### config.mk
export PLATFORM = sky130hd
export DESIGN_NAME = uart_tx_fifo
export DESIGN_NICKNAME = d
export VERILOG_FILES = /design/src/rtl/uart_pkg.sv /design/src/rtl/sync_fifo.sv /design/src/rtl/uart_tx_fifo.sv
export SDC_FILE = /design/constraint.sdc
export NUM_CORES = 1
export LEC_CHECK = 0
export ABC_AREA = 1
export CORE_MARGIN = 5
export CORE_UTILIZATION = 35
export CTS_CLUSTER_DIAMETER = 120
export DETAILED_ROUTE_END_ITERATION = 12
export PLACE_DENSITY = 0.63
export SLEW_MARGIN = 30
export SYNTH_ARGS = -nofsm -noshare
export SYNTH_HDL_FRONTEND = slang
export SYNTH_SLANG_ARGS = --single-unit
### constraint.sdc
create_clock -name i_clk -period 2.5 [get_ports i_clk]
set_input_delay 0.5 -clock i_clk [delete_from_list [all_inputs] [get_ports i_clk]]
set_output_delay 0.5 -clock i_clk [all_outputs]
set_load 0.01 [all_outputs]
### src/rtl/uart_pkg.sv
// Shared UART definitions: parity codes, transmitter state encoding and a parameter sanity check.
package uart_pkg;

  localparam int PAR_NONE = 0;
  localparam int PAR_ODD  = 1;
  localparam int PAR_EVEN = 2;

  typedef enum logic [2:0] {
    ST_IDLE,
    ST_START,
    ST_DATA,
    ST_PARITY,
    ST_STOP
  } tx_state_t;

  function automatic bit uart_params_ok(input int data_bits, input int parity,
                                        input int stop_bits, input int baud_inc,
                                        input int baud_mod, input int fifo_depth);
    return (data_bits >= 5) && (data_bits <= 9)
        && (parity >= PAR_NONE) && (parity <= PAR_EVEN)
        && ((stop_bits == 1) || (stop_bits == 2))
        && (baud_inc >= 1) && (baud_inc <= baud_mod)
        && (fifo_depth >= 2) && ((fifo_depth & (fifo_depth - 1)) == 0);
  endfunction

endpackage

### src/rtl/sync_fifo.sv
// Single-clock first-word-fall-through FIFO; shared by the UART transmitter and receiver.
module sync_fifo #(
  parameter int WIDTH = 8,
  parameter int DEPTH = 4
) (
  input  logic                     i_clk,
  input  logic                     i_rst_n,
  input  logic                     i_push,
  input  logic                     i_pop,
  input  logic [WIDTH-1:0]         i_wr_data,
  output logic [WIDTH-1:0]         o_rd_data,
  output logic                     o_full,
  output logic                     o_empty,
  output logic [$clog2(DEPTH):0]   o_level
);

  localparam int AW = $clog2(DEPTH);

  logic [WIDTH-1:0] mem [DEPTH];
  logic [AW-1:0]    wr_ptr;
  logic [AW-1:0]    rd_ptr;
  logic [AW:0]      count;
  logic             do_push;
  logic             do_pop;

  assign o_full    = (count == (AW+1)'(DEPTH));
  assign o_empty   = (count == '0);
  assign o_level   = count;
  assign o_rd_data = mem[rd_ptr];
  assign do_push   = i_push && !o_full;
  assign do_pop    = i_pop && !o_empty;

  // Depth is a power of two, so the pointers wrap naturally.
  always_ff @(posedge i_clk or negedge i_rst_n) begin
    if (!i_rst_n) begin
      wr_ptr <= '0;
      rd_ptr <= '0;
      count  <= '0;
    end else begin
      if (do_push) wr_ptr <= wr_ptr + AW'(1);
      if (do_pop)  rd_ptr <= rd_ptr + AW'(1);
      case ({do_push, do_pop})
        2'b10:   count <= count + (AW+1)'(1);
        2'b01:   count <= count - (AW+1)'(1);
        default: ;
      endcase
    end
  end

  always_ff @(posedge i_clk) begin
    if (do_push) mem[wr_ptr] <= i_wr_data;
  end

endmodule

### src/rtl/uart_tx_fifo.sv
// FIFO-buffered UART transmitter with a fractional baud clock-enable and
// configurable data bits, parity and stop bits; frames go out back-to-back.
module uart_tx_fifo
  import uart_pkg::*;
#(
  parameter int DATA_BITS  = 8,
  parameter int PARITY     = 0,
  parameter int STOP_BITS  = 1,
  parameter int BAUD_INC   = 9,
  parameter int BAUD_MOD   = 1250,
  parameter int FIFO_DEPTH = 4
) (
  input  logic                          i_clk,
  input  logic                          i_rst_n,
  input  logic                          i_valid,
  input  logic [DATA_BITS-1:0]          i_data,
  output logic                          o_ready,
  output logic                          o_busy,
  output logic [$clog2(FIFO_DEPTH):0]   o_level,
  output logic                          o_uart_tx
);

  localparam int ACC_W = $clog2(BAUD_MOD + BAUD_INC);
  localparam int CNT_W = 4;

  if (!uart_params_ok(DATA_BITS, PARITY, STOP_BITS, BAUD_INC, BAUD_MOD, FIFO_DEPTH)) begin : g_bad_params
    $error("uart_tx_fifo: illegal parameter combination");
  end

  logic [ACC_W-1:0]     acc;
  logic [ACC_W:0]       acc_sum;
  logic                 tick;
  logic                 fifo_full;
  logic                 fifo_empty;
  logic                 fifo_pop;
  logic [DATA_BITS-1:0] fifo_data;
  tx_state_t            state;
  logic [DATA_BITS-1:0] shifter;
  logic [CNT_W-1:0]     bit_idx;
  logic                 stop_idx;
  logic                 parity_bit;
  logic                 last_stop;

  assign acc_sum = {1'b0, acc} + (ACC_W+1)'(BAUD_INC);
  assign tick    = (acc_sum >= (ACC_W+1)'(BAUD_MOD));

  // Free-running fractional accumulator; never re-phased by frame activity.
  always_ff @(posedge i_clk or negedge i_rst_n) begin
    if (!i_rst_n) acc <= '0;
    else          acc <= tick ? ACC_W'(acc_sum - (ACC_W+1)'(BAUD_MOD)) : acc_sum[ACC_W-1:0];
  end

  sync_fifo #(
    .WIDTH (DATA_BITS),
    .DEPTH (FIFO_DEPTH)
  ) u_fifo (
    .i_clk     (i_clk),
    .i_rst_n   (i_rst_n),
    .i_push    (i_valid && !fifo_full),
    .i_pop     (fifo_pop),
    .i_wr_data (i_data),
    .o_rd_data (fifo_data),
    .o_full    (fifo_full),
    .o_empty   (fifo_empty),
    .o_level   (o_level)
  );

  assign o_ready   = !fifo_full;
  assign o_busy    = (state != ST_IDLE) || !fifo_empty;
  assign last_stop = (STOP_BITS == 1) || stop_idx;
  assign fifo_pop  = tick && !fifo_empty
                  && ((state == ST_IDLE) || ((state == ST_STOP) && last_stop));

  // A pop always starts a new frame, whether from IDLE or straight out of the last stop bit.
  always_ff @(posedge i_clk or negedge i_rst_n) begin
    if (!i_rst_n) begin
      state      <= ST_IDLE;
      shifter    <= '0;
      bit_idx    <= '0;
      stop_idx   <= 1'b0;
      parity_bit <= 1'b0;
      o_uart_tx  <= 1'b1;
    end else if (tick) begin
      if (fifo_pop) begin
        state      <= ST_START;
        shifter    <= fifo_data;
        parity_bit <= (^fifo_data) ^ (PARITY == PAR_ODD);
        o_uart_tx  <= 1'b0;
      end else begin
        case (state)
          ST_IDLE: o_uart_tx <= 1'b1;
          ST_START: begin
            o_uart_tx <= shifter[0];
            shifter   <= shifter >> 1;
            bit_idx   <= '0;
            state     <= ST_DATA;
          end
          ST_DATA: begin
            if (bit_idx == CNT_W'(DATA_BITS - 1)) begin
              if (PARITY != PAR_NONE) begin
                o_uart_tx <= parity_bit;
                state     <= ST_PARITY;
              end else begin
                o_uart_tx <= 1'b1;
                stop_idx  <= 1'b0;
                state     <= ST_STOP;
              end
            end else begin
              o_uart_tx <= shifter[0];
              shifter   <= shifter >> 1;
              bit_idx   <= bit_idx + CNT_W'(1);
            end
          end
          ST_PARITY: begin
            o_uart_tx <= 1'b1;
            stop_idx  <= 1'b0;
            state     <= ST_STOP;
          end
          ST_STOP: begin
            if (last_stop) state    <= ST_IDLE;
            else           stop_idx <= 1'b1;
          end
          default: state <= ST_IDLE;
        endcase
      end
    end
  end

endmodule

## After elaboration in Yosys (flattened, before gate mapping)

Memories as Yosys holds them, arrays and structs flattened.
Cells that the tools add are included.
W data, S select, Z words.

| storage, ports and cells | value |
|---|---|
| memories | 1 |
| bits in registers | 34 |
| bits in writable memories | 32 |
| output and inout bits | 6 |
| logic and storage cells | 66 |

| cells by class | value |
|---|---|
| equal/unequal tests | 12 |
| mux-type cells | 15 |
| reductions and logical operators | 21 |
| order comparisons | 1 |
| $add $sub $neg | 7 |
| bitwise gates (word level) | 1 |

Memory list:

| memory | depth | width | rd ports | clocked after memory_dff | write ports | line | text |
|---|---|---|---|---|---|---|---|
| u_fifo.mem | 4 | 8 | 1 | 0 | 1 | sync_fifo.sv:19 | `logic [WIDTH-1:0] mem [DEPTH];` |

Operators by type and width:

| cell | number |
|---|---|
| $mux W8 | 2 |
| $pmux W8 S2 | 1 |
| $add A11 B4 Y12 const B | 1 |
| $ge A12 B11 Y1 const B | 1 |
| $pmux W3 S4 | 1 |
| $mux W11 | 1 |
| $sub A11 B11 Y11 const B | 1 |
| $pmux W4 S2 | 1 |
| $eq A3 B2 Y1 const B | 2 |
| $eq A3 B3 Y1 const B | 2 |
| $logic_not A3 Y1 | 2 |
| $mux W3 | 2 |
| $ne A3 B2 Y1 const B | 2 |
| $pmux W3 S2 | 1 |
| $reduce_and A3 Y1 | 2 |
| $reduce_bool A3 Y1 | 2 |
| $logic_and A1 B1 Y1 | 5 |
| $add A2 B1 Y2 const B | 2 |
| $add A4 B1 Y4 const B | 1 |
| $eq A4 B3 Y1 const B | 1 |
| $mux W1 | 4 |
| $mux W4 | 1 |
| $reduce_and A4 Y1 | 1 |
| $reduce_bool A2 Y1 | 2 |
| other kinds (14) | 16 |

## Logic depth before layout (Yosys ltp)

Gate-level depths: netlist (run 1).

| depth | value |
|---|---|
| word-level depth | 7 |
| depth in mapped cells | 20 |
| depth with buffers taken out | 20 |

## Modules after synthesis

A second synthesis (run 1) with hierarchy kept.

| unflattened totals | value |
|---|---|
| cell total of the unflattened synthesis | 382 |
| area, all modules | 3428.3 µm² |

By module, submodules not included:

| module | area each (µm²) | times used | sequential area each (µm²) | cells an instance |
|---|---|---|---|---|
| sync_fifo | 1751.7 | 1 | 1136.1 | 154 |
| uart_tx_fifo | 1676.6 | 1 | 676.9 | 228 |

## Least setup slack after synthesis (run 1)

Ideal clock, no wire load.

| timing | value |
|---|---|
| kind | register -> register |
| start point | register acc[0] |
| end point | register u_fifo.count[2] (netlist: u_fifo.o_level[2]) |
| data arrival time | 2.461 ns |
| stages on the path, launching flop included | 19 |
| path slack | -0.088 ns |
| data required time | 2.374 ns |
| clock period less this slack | 2.588 ns |
| setup time | 0.126 ns |
| path through | dfrtp_1 -> ha_1 -> nand2_1 -> nand2_1 -> nand4_1 -> nand2_2 -> nor2_2 -> nand3_1 -> nand2_1 -> nand2_2 -> nand2_4 -> nand2_4 -> clkinv_4 -> ha_1 -> inv_1 -> fa_1 -> a21oi_1 -> o21ai_0 -> xnor2_1 |

| on the way | value |
|---|---|
| cells in the longest elaborated chain, start to end | 7 |
| elaborated cells between the ends (all ways) | 9 |
| classes of those cells | 1 x add/sub; 1 x order compare; 2 x eq/ne; 1 x mux; 4 x reduce/logical |

RTL lines:

| item | line | text |
|---|---|---|
| start, declared | uart_tx_fifo.sv:30 | `logic [ACC_W-1:0] acc;` |
| start signal, assigned | uart_tx_fifo.sv:50 | `else acc <= tick ? ACC_W'(acc_sum - (ACC_W+1)'(BAUD_MOD)) : acc_sum[ACC_W-1:0];` |
| $add A11 B4 Y12 (*) | uart_tx_fifo.sv:44 | `assign acc_sum = {1'b0, acc} + (ACC_W+1)'(BAUD_INC);` |
| $ge A12 B11 Y1 (*) | uart_tx_fifo.sv:45 | `assign tick = (acc_sum >= (ACC_W+1)'(BAUD_MOD));` |
| $logic_and A1 B1 Y1 (*) | uart_tx_fifo.sv:71 | `assign fifo_pop = tick && !fifo_empty` |
| $logic_and A1 B1 Y1 (*) | uart_tx_fifo.sv:72 | `&& ((state == ST_IDLE) \|\| ((state == ST_STOP) && last_stop));` |
| $logic_and A1 B1 Y1 (*) | sync_fifo.sv:31 | `assign do_pop = i_pop && !o_empty;` |
| via u_fifo.do_pop | sync_fifo.sv:24 | `logic do_pop;` |
| $eq A2 B1 Y1 or $eq A2 B2 Y1 (tied branches) | sync_fifo.sv:42 | `case ({do_push, do_pop})` |
| $pmux W3 S2 or $reduce_bool A2 Y1 (tied branches) | -- |  |
| end signal, assigned | sync_fifo.sv:43 | `2'b10: count <= count + (AW+1)'(1);` |
| end signal, assigned | sync_fifo.sv:44 | `2'b01: count <= count - (AW+1)'(1);` |
| end, declared | sync_fifo.sv:22 | `logic [AW:0] count;` |

Mark *: on every way through the listed nets, which the timed path passes. The rest lies on a longest branch.
A chain may end at the register's enable or synchronous reset.

## Final worst setup path (run 1)

Same ends and word-level chain as after synthesis.

==> results by group, run 1 <==
Floorplan
  • FP Rows: 34
  • Die span in x: 105.6 um
  • IO Count: 17
  • Initial Utilization: 36.30%
  • Core box area: 8806 sq um
  • Die Height: 105.6 um
  • Total die area: 11150 sq um

Placement
  • Port Buffers: 16
  • Placed cell areas: 3591 sq um
  • Setup WS pre-CTS: -0.01638 ns
  • Hpwl dp: 4.183 mm
  • GP Congestion: 0.8099

Logic synthesis
  • Top_reg_cell synth: dfrtp_1
  • Post-synth EDFFs: 32
  • Async S/R FF share, synth: 51.52%
  • Post-synthesis register bit count: 66
  • Seq/Total Area, Yosys: 56.71%
  • Ys Warns: 0
  • Avg Cell Area, Syn: 9.928 sq um
  • Mapped Nets: 343
  • Netlist Area Pre-Place: 3197 sq um
  • Yosys cell types: 38
  • Syn Inst Count: 322

Power and ir drop
  • Peak supply drop: 0.0004394 V
  • P_sw: 0.7507 mW
  • Leakage: 1.641 nW
  • Clock network fraction of design power: 32.6%
  • Seq pwr share: 50.0%
  • PD cells: 704.5 nW/um^2
  • Internal: 1.961 mW
  • Combinational Power Share: 17.4%
  • Sw Share: 27.68%

Run status
  • Outcome: completed

Routing
  • Routed WL per cell: 12.71 um
  • Vias: 2230
  • Drt initial violations: 87
  • Final WL: 6.038 mm
  • # DRC: 0
  • Routed Antenna Nets: 0
  • Via density: 4.695
  • DRT Pass-1 Iters: 4

Global route
  • Largest net degree at the start of global routing: 35
  • Initial antenna violation count: 0
  • Global Route Usage Sum: 11.82%
  • Vias in the first global route: 2240
  • Total global routing overflow: 0
  • First-pass GRT wire length: 10.49 mm

Worst hold path
  • HP Class: flop to flop
  • Hold-critical path depth: 2

STA
  • Slew Viols, Final: 0
  • Tcrit/Tclk final: 99.41%
  • RSZ-0062 raised after global routing: true
  • Hold_ws: 0.4835 ns
  • Final Skew: 0.009477 ns
  • Slew headroom: 64.62%
  • Minimum clock period: 2.485 ns
  • Hold Fails Final Rpt: 0
  • Final setup viols: 0
  • Max frequency: 402.4 MHz
  • Tightest Pin Transition: 0.5301 ns
  • Final Worst Setup Slack: 0.01486 ns

Clock network
  • CTS Root Cell: clkbuf_8
  • CTS tree: built
  • CTS Sinks: 66
  • Clock buffer depth: 2
  • Total CTS buffers: 9
  • Latest clock arrival within the worst-skew pair: 0.34 ns
  • Htree depth: 3
  • Clock Pin Slew Worst Setup and Hold Paths: 0.08 ns

Layout
  • Post-route cell area: 3850 sq um
  • P&R area growth vs syn: 20.43%
  • Layout cells sized above 1: 19.07%
  • Post-layout net count: 384
  • Most frequent cells in the layout: nand2_1, dfrtp_1, inv_1, edfxtp_1, nor2_1
  • Fin util: 43.72%
  • Most common cell after layout, fill and taps aside: nand2_1
  • Diodes inserted: 0

Setup path
  • CP Capture Type: flop
  • Arr. time, crit path: 2.72 ns
  • R2R Path End: u_fifo.o_level[2]
  • Critical setup path kind: flop to flop
  • Critical path startpoint: acc[0]
  • Worst r2r src: acc[0]
  • Critical Path Source Type: flop
  • R2R Setup Slk: 0.01 ns
  • R2R cell count: 18
  • CP Max Fanout: 4
  • CP Data Required Time: 2.74 ns
  • CP Capture Point: u_fifo.o_level[2]

Job
  • MaxCap Viol Count: 0
state kept, by name (all words and copies together), names as in the netlist:
register        count
u_fifo.wr_ptr       2
bit_idx             4
acc                11
shifter             8
state               3
u_fifo.mem         32
u_fifo.o_level      3
u_fifo.rd_ptr       2
o_uart_tx           1
kinds of logic (layout without fill, tap and decap cells):
| kind of cell | after synthesis | count (layout) | share of synthesized area (%) |
|---|---|---|---|
| AO/OA/AOI/OAI | 41 | 41 | 7.162 |
| AND/OR/NAND/NOR | 149 | 149 | 21.84 |
| flip-flops | 66 | 66 | 56.71 |
| XOR/XNOR | 15 | 15 | 4.580 |
| adder cells (fa/ha/maj) | 10 | 10 | 4.149 |
| buffers and inverters | 41 | 86 | 5.557 |
worst min-delay path by stage:
stage                          from         to  slack [ns]
after floorplan             i_rst_n     acc[0]        0.20
after global placement       acc[0]     acc[0]        0.47
after detailed placement  o_uart_tx  o_uart_tx        0.48
after CTS                 o_uart_tx  o_uart_tx        0.49
after global routing         acc[0]     acc[0]        0.51
final                     o_uart_tx  o_uart_tx        0.48
worst max-delay path: stages (launching register included):
cell and delay, ns:
dfrtp_1 0.39, ha_2 0.21, nand2_2 0.06, nand2_2 0.08, nand2_2 0.07, inv_2 0.07
nand2_2 0.05, nor2_2 0.12, xor2_1 0.20, nand2_2 0.09, nand2_4 0.07, nand2_4 0.05
clkinv_4 0.06, ha_4 0.11, inv_2 0.04, fa_2 0.36, a21oi_2 0.13, o21ai_1 0.08
xnor2_1 0.12
metrics by stage:
step / setup TNS, ns / total power, mW / cells
2_1_floorplan: -0.01014 / 1.607 / 322
3_3_place_gp: 0 / 1.830 / 458
3_5_place_dp: -0.01638 / 1.841 / 458
4_1_cts: -0.02009 / 2.725 / 473
5_1_grt: -0.2405 / 2.861 / 475
6_report: 0 / 2.712 / 475
cell type report:
type | instances | area (sq um)
multi-input combinational | 215 | 1264
fill | 833 | 4956
tap | 108 | 135.1
clock buffer | 9 | 123.9
timing repair buffer | 36 | 310.3
sequential | 66 | 1813
inverter | 35 | 136.4
clock inverter | 6 | 67.56
repair_timing:
item                                   in CTS  in global routing
endpoints found under the hold margin       0                  0
pin swaps                                   1                 13
hold buffers                                0                  0
setup buffers                               0                  3
resized for setup                           2                 11
setup endpoints to repair                   2                  3
power groups by stage:
stage	sequential (mW)	combinational [mW]	clock [mW]
global placement	1.38	0.455	0
finish	1.36	0.472	0.884
floorplan	1.38	0.229	0
detailed placement	1.38	0.460	0
global route	1.37	0.531	0.958
CTS	1.36	0.464	0.904
synth_stat cells (2+ instances only):
cell type / number / area (sq um)
nand2_1: 68 / 255.2
dfrtp_1: 33 / 825.8
inv_1: 33 / 123.9
edfxtp_1: 32 / 960.9
nor2_1: 29 / 108.9
nand3_1: 28 / 140.1
o21ai_0: 24 / 120.1
ha_1: 9 / 112.6
xor2_1: 9 / 78.83
o22ai_1: 7 / 43.79
nand2_2: 6 / 37.54
a21oi_1: 5 / 25.02
nand4_1: 5 / 31.28
xnor2_1: 4 / 35.03
clkbuf_1: 3 / 11.26
nor2_2: 3 / 18.77
buf_4: 2 / 15.01
nand2_4: 2 / 22.52
layer usage:
layer | routed length (um) | vias to the layer above | GRT usage [%]
met5 | 0 | - | 0
met4 | 87 | 0 | 3.885
met3 | 221 | 10 | 4.095
met2 | 2909 | 27 | 19.44
met1 | 2819 | 1041 | 14.59
li1 | - | 1152 | -
No activity file was read; power rests on OpenSTA's default activity.
==> run 2: changes to the inputs <==
--- a/config.mk
+++ b/config.mk
@@ -5,7 +5,6 @@
 export SDC_FILE = /design/constraint.sdc
 export NUM_CORES = 1
 export LEC_CHECK = 0
-export ABC_AREA = 1
 export CORE_MARGIN = 5
 export CORE_UTILIZATION = 35
 export CTS_CLUSTER_DIAMETER = 120
==> run 2 against run 1 <==
The run now ends with negative setup slack left. Utilization grew 1.2 points. Maximum frequency shrank 5.6%. Sequential power is essentially flat. Setup slack lost 0.15 ns. Design area grew 7.2%. Non-clock buffer count grew 18. Global-route usage grew 0.81 points. Worst hold slack lost 0.26 ns. Clock power grew 12%. First-iteration DRC count shrank 26%. Sequential cell count is the same. Routed wire length grew 8.7%. Largest cell class unchanged.
==> results by group, run 2 <==
Global route
  • Met2 usage: 21.45% (+2.0 points)
  • Initial antenna violation count: 0 (unchanged)
  • Vias in the first global route: 2326 (+3.8%)
  • Largest net degree at the start of global routing: 35 (unchanged)
  • Total global routing overflow: 0 (unchanged)
  • Global Route Usage Sum: 12.63% (+0.81 points)
  • Most used routing layer: met2
  • Met1 usage: 15.06% (+0.46 points)
  • First-pass GRT wire length: 11.21 mm (+6.9%)
  • GRT met3 Usage: 3.853% (-0.24 points)

Placement
  • Hpwl dp: 4.617 mm (+10%)
  • Setup WS pre-CTS: -0.1885 ns (-0.1722 ns)
  • Port Buffers: 16 (unchanged)
  • GP Congestion: 0.8149 (+0.62%)

Routing
  • Via density: 5.075 (+8.1%)
  • # DRC: 0 (unchanged)
  • Routed Antenna Nets: 0 (unchanged)
  • Vias: 2157 (-3.3%)
  • Routed WL per cell: 15.44 um (+21%)
  • Drt initial violations: 64 (-26%)
  • Final WL: 6.563 mm (+8.7%)
  • DRT Pass-1 Iters: 4 (unchanged)

Logic synthesis
  • Top_reg_cell synth: dfrtp_1
  • Top post-synthesis cells by area: edfxtp_1, dfrtp_1, mux4_2, ha_1, xnor2_1
  • Cell taking the most area after synthesis: edfxtp_1
  • Ys Warns: 0 (unchanged)
  • Post-synthesis register bit count: 66 (unchanged)
  • Async S/R FF share, synth: 51.52% (unchanged)
  • Most common cell in the netlist: dfrtp_1
  • Syn Inst Count: 253 (-21%)
  • Yosys cell types: 59 (+55%)
  • Synth top cells by count: dfrtp_1, edfxtp_1, inv_1, xnor2_1, nand2_1
  • Avg Cell Area, Syn: 12.98 sq um (+31%)
  • Mapped Nets: 274 (-20%)
  • Post-synth EDFFs: 32 (unchanged)
  • Yosys top cell area share: 29.26% (-0.80 points)
  • Seq/Total Area, Yosys: 55.20% (-1.5 points)
  • Netlist Area Pre-Place: 3284 sq um (+2.7%)

Setup path
  • R2R Path End: u_fifo.o_level[2]
  • Worst Path Buf+Inv: 2 (-1)
  • CP Max Fanout: 6 (+2)
  • Crit path max-delay family: adder cells
  • Critical-path cell list: ha_4 -> a21oi_4 -> or3_4 -> a221oi_4 -> o2bb2ai_4 -> nand3_4 -> inv_2 -> ha_4 -> inv_2 -> fa_2 -> xor2_1 -> nor2_1 -> xor2_1
  • CP Capture Point: u_fifo.o_level[2]
  • R2R cell count: 13 (-5)
  • R2R Setup Slk: -0.13 ns (-0.15 ns)
  • Critical Path Source Type: flop
  • Critical path depth: 13 (-5)
  • Worst r2r src: acc[1]
  • Arr. time, crit path: 2.90 ns (+0.18 ns)
  • CP max stage delay: 0.43 ns (+0.04 ns)
  • CP Data Required Time: 2.76 ns (+0.02 ns)
  • Critical setup path kind: flop to flop
  • CP Capture Type: flop
  • Cell with the largest stage delay on the worst path: dfrtp_2
  • Critical path startpoint: acc[1]

Clock network
  • Latest clock arrival within the worst-skew pair: 0.35 ns (about the same)
  • Cts hold-fix bufs: 0 (unchanged)
  • Clock buffer depth: 2 (unchanged)
  • CTS Sinks: 66 (unchanged)
  • CTS Root Cell: clkbuf_8
  • Htree depth: 3 (unchanged)
  • Total CTS buffers: 9 (unchanged)
  • CTS tree: built
  • Clock Pin Slew Worst Setup and Hold Paths: 0.08 ns (about the same)

Floorplan
  • Die Height: 106.9 um (+1.2%)
  • Core box area: 9196 sq um (+4.4%)
  • Total die area: 11420 sq um (+2.5%)
  • FP Rows: 35 (+2.9%)
  • Die span in x: 106.9 um (+1.2%)
  • Initial Utilization: 35.71% (-0.59 points)
  • IO Count: 17 (unchanged)

Layout
  • Fillers: 837 (+0.48%)
  • Reg area: 1817 sq um (+0.21%)
  • Biggest regs: u_fifo.mem x32, acc x11, shifter x8
  • Most common cell after layout, fill and taps aside: buf_4
  • Diodes inserted: 0 (unchanged)
  • Top reg by flops: u_fifo.mem
  • Fin util: 44.88% (+1.2 points)
  • Area occupied by multi-input gates: 1438 sq um (+14%)
  • Layout cells sized above 1: 28.98% (+9.9 points)
  • Post-layout net count: 330 (-14%)
  • Most frequent cells in the layout: buf_4, edfxtp_1, dfrtp_1, clkdlybuf4s50_1, inv_1
  • P&R area growth vs syn: 25.68%
  • Max reg flops: 32 (unchanged)

STA
  • Max frequency: 379.9 MHz (-5.6%)
  • RSZ-0062 raised after global routing: true
  • Tightest Pin Transition: 0.7720 ns (+0.2419 ns)
  • Minimum clock period: 2.632 ns (+0.1472 ns)
  • Tcrit/Tclk final: 105.3% (+5.9 points)
  • Final Worst Setup Slack: -0.1323 ns (-0.1472 ns)
  • Hold Fails Final Rpt: 0 (unchanged)
  • Slew headroom: 48.54% (-16 points)
  • Final Skew: 0.007055 ns (-0.002421 ns)
  • Setup TNS: -0.1606 ns (-0.1606 ns)
  • Slew Viols, Final: 0 (unchanged)
  • Final setup viols: 2 (+2)

Run status
  • Failing checks: negative setup slack
  • Outcome: finished with violations

Job
  • MaxCap Viol Count: 0 (unchanged)

Power and ir drop
  • PD cells: 685.7 nW/um^2 (-2.7%)
  • Peak supply drop: 0.0004806 V (+9.4%)
  • Leakage: 1.601 nW (-2.4%)

Worst hold path
  • HP Class: primary input to asynchronous set/reset pin
==> run 2: cell count changes in the layout (fill, tap and decap cells not counted), sizes merged, moves of 7 or more <==
cell	change
o2bb2ai	+7
xnor2	+7
mux4	+8
o21ai	-16
nand3	-19
a22oi	+8
nand2	-65
nor2	-25
buf	+19
inv	-18
==> run 2: worst min-delay path by stage <==
stage,cells after the start,end,from,slack [ns]
2_1_floorplan,0,acc[0],i_rst_n,0.20
3_3_place_gp,1,shifter[1],shifter[1],0.47
3_5_place_dp,1,shifter[1],shifter[1],0.47
4_1_cts,1,acc[0],i_rst_n,0.25
5_1_grt,1,acc[1],i_rst_n,0.30
6_report,1,acc[0],i_rst_n,0.23
==> run 2: kinds of logic after synthesis <==
group	count (synthesis)	synth area share [%]
buffers and inverters	25	3.619
AOI/OAI and AO/OA	51	12.53
xor gates and xnor gates	21	5.600
and+or+nand+nor	67	11.92
muxes	13	7.086
adders and majority gates	10	4.038
DFF	66	55.20
==> run 2: stage by stage <==
step	area [sq um]	cells	total power, mW	hold slack (ns)
after floorplan	3341	253	1.650	0.2044
after global routing	4128	425	2.973	0.2969
after detailed placement	3840	405	1.867	0.4748
after CTS	4089	423	2.870	0.2463
after global placement	3840	405	1.846	0.4723
final	4128	425	2.830	0.2253
==> run 2: what timing repair did <==
| action | 4_1_cts | 5_1_grt |
|---|---|---|
| setup buffers | 2 | 2 |
| endpoints found under the setup margin | 7 | 7 |
| resized for setup | 4 | 5 |
| pin swaps | 3 | 4 |
==> run 2: routing by layer <==
layer  wire length (um)  up-vias
met5                  0        -
met4                 86        0
met3                224        9
met2               3288       33
met1               2964     1055
li1                   -     1060
==> run 2: cell type report <==
type	instances	share of cell area (%)
inverter	16	1.455
tap	111	3.365
timing repair buffer	54	11.06
sequential	66	44.01
clock inverter	6	2.182
clock buffer	10	3.092
multi-input combinational	162	34.83
==> run 2: power by group <==
group	leakage, nW	internal [mW]	total (mW)	switching (mW)
combinational	0.772	0.214	0.480	0.265
clock	0.107	0.565	0.993	0.428
sequential	0.722	1.30	1.36	0.0601
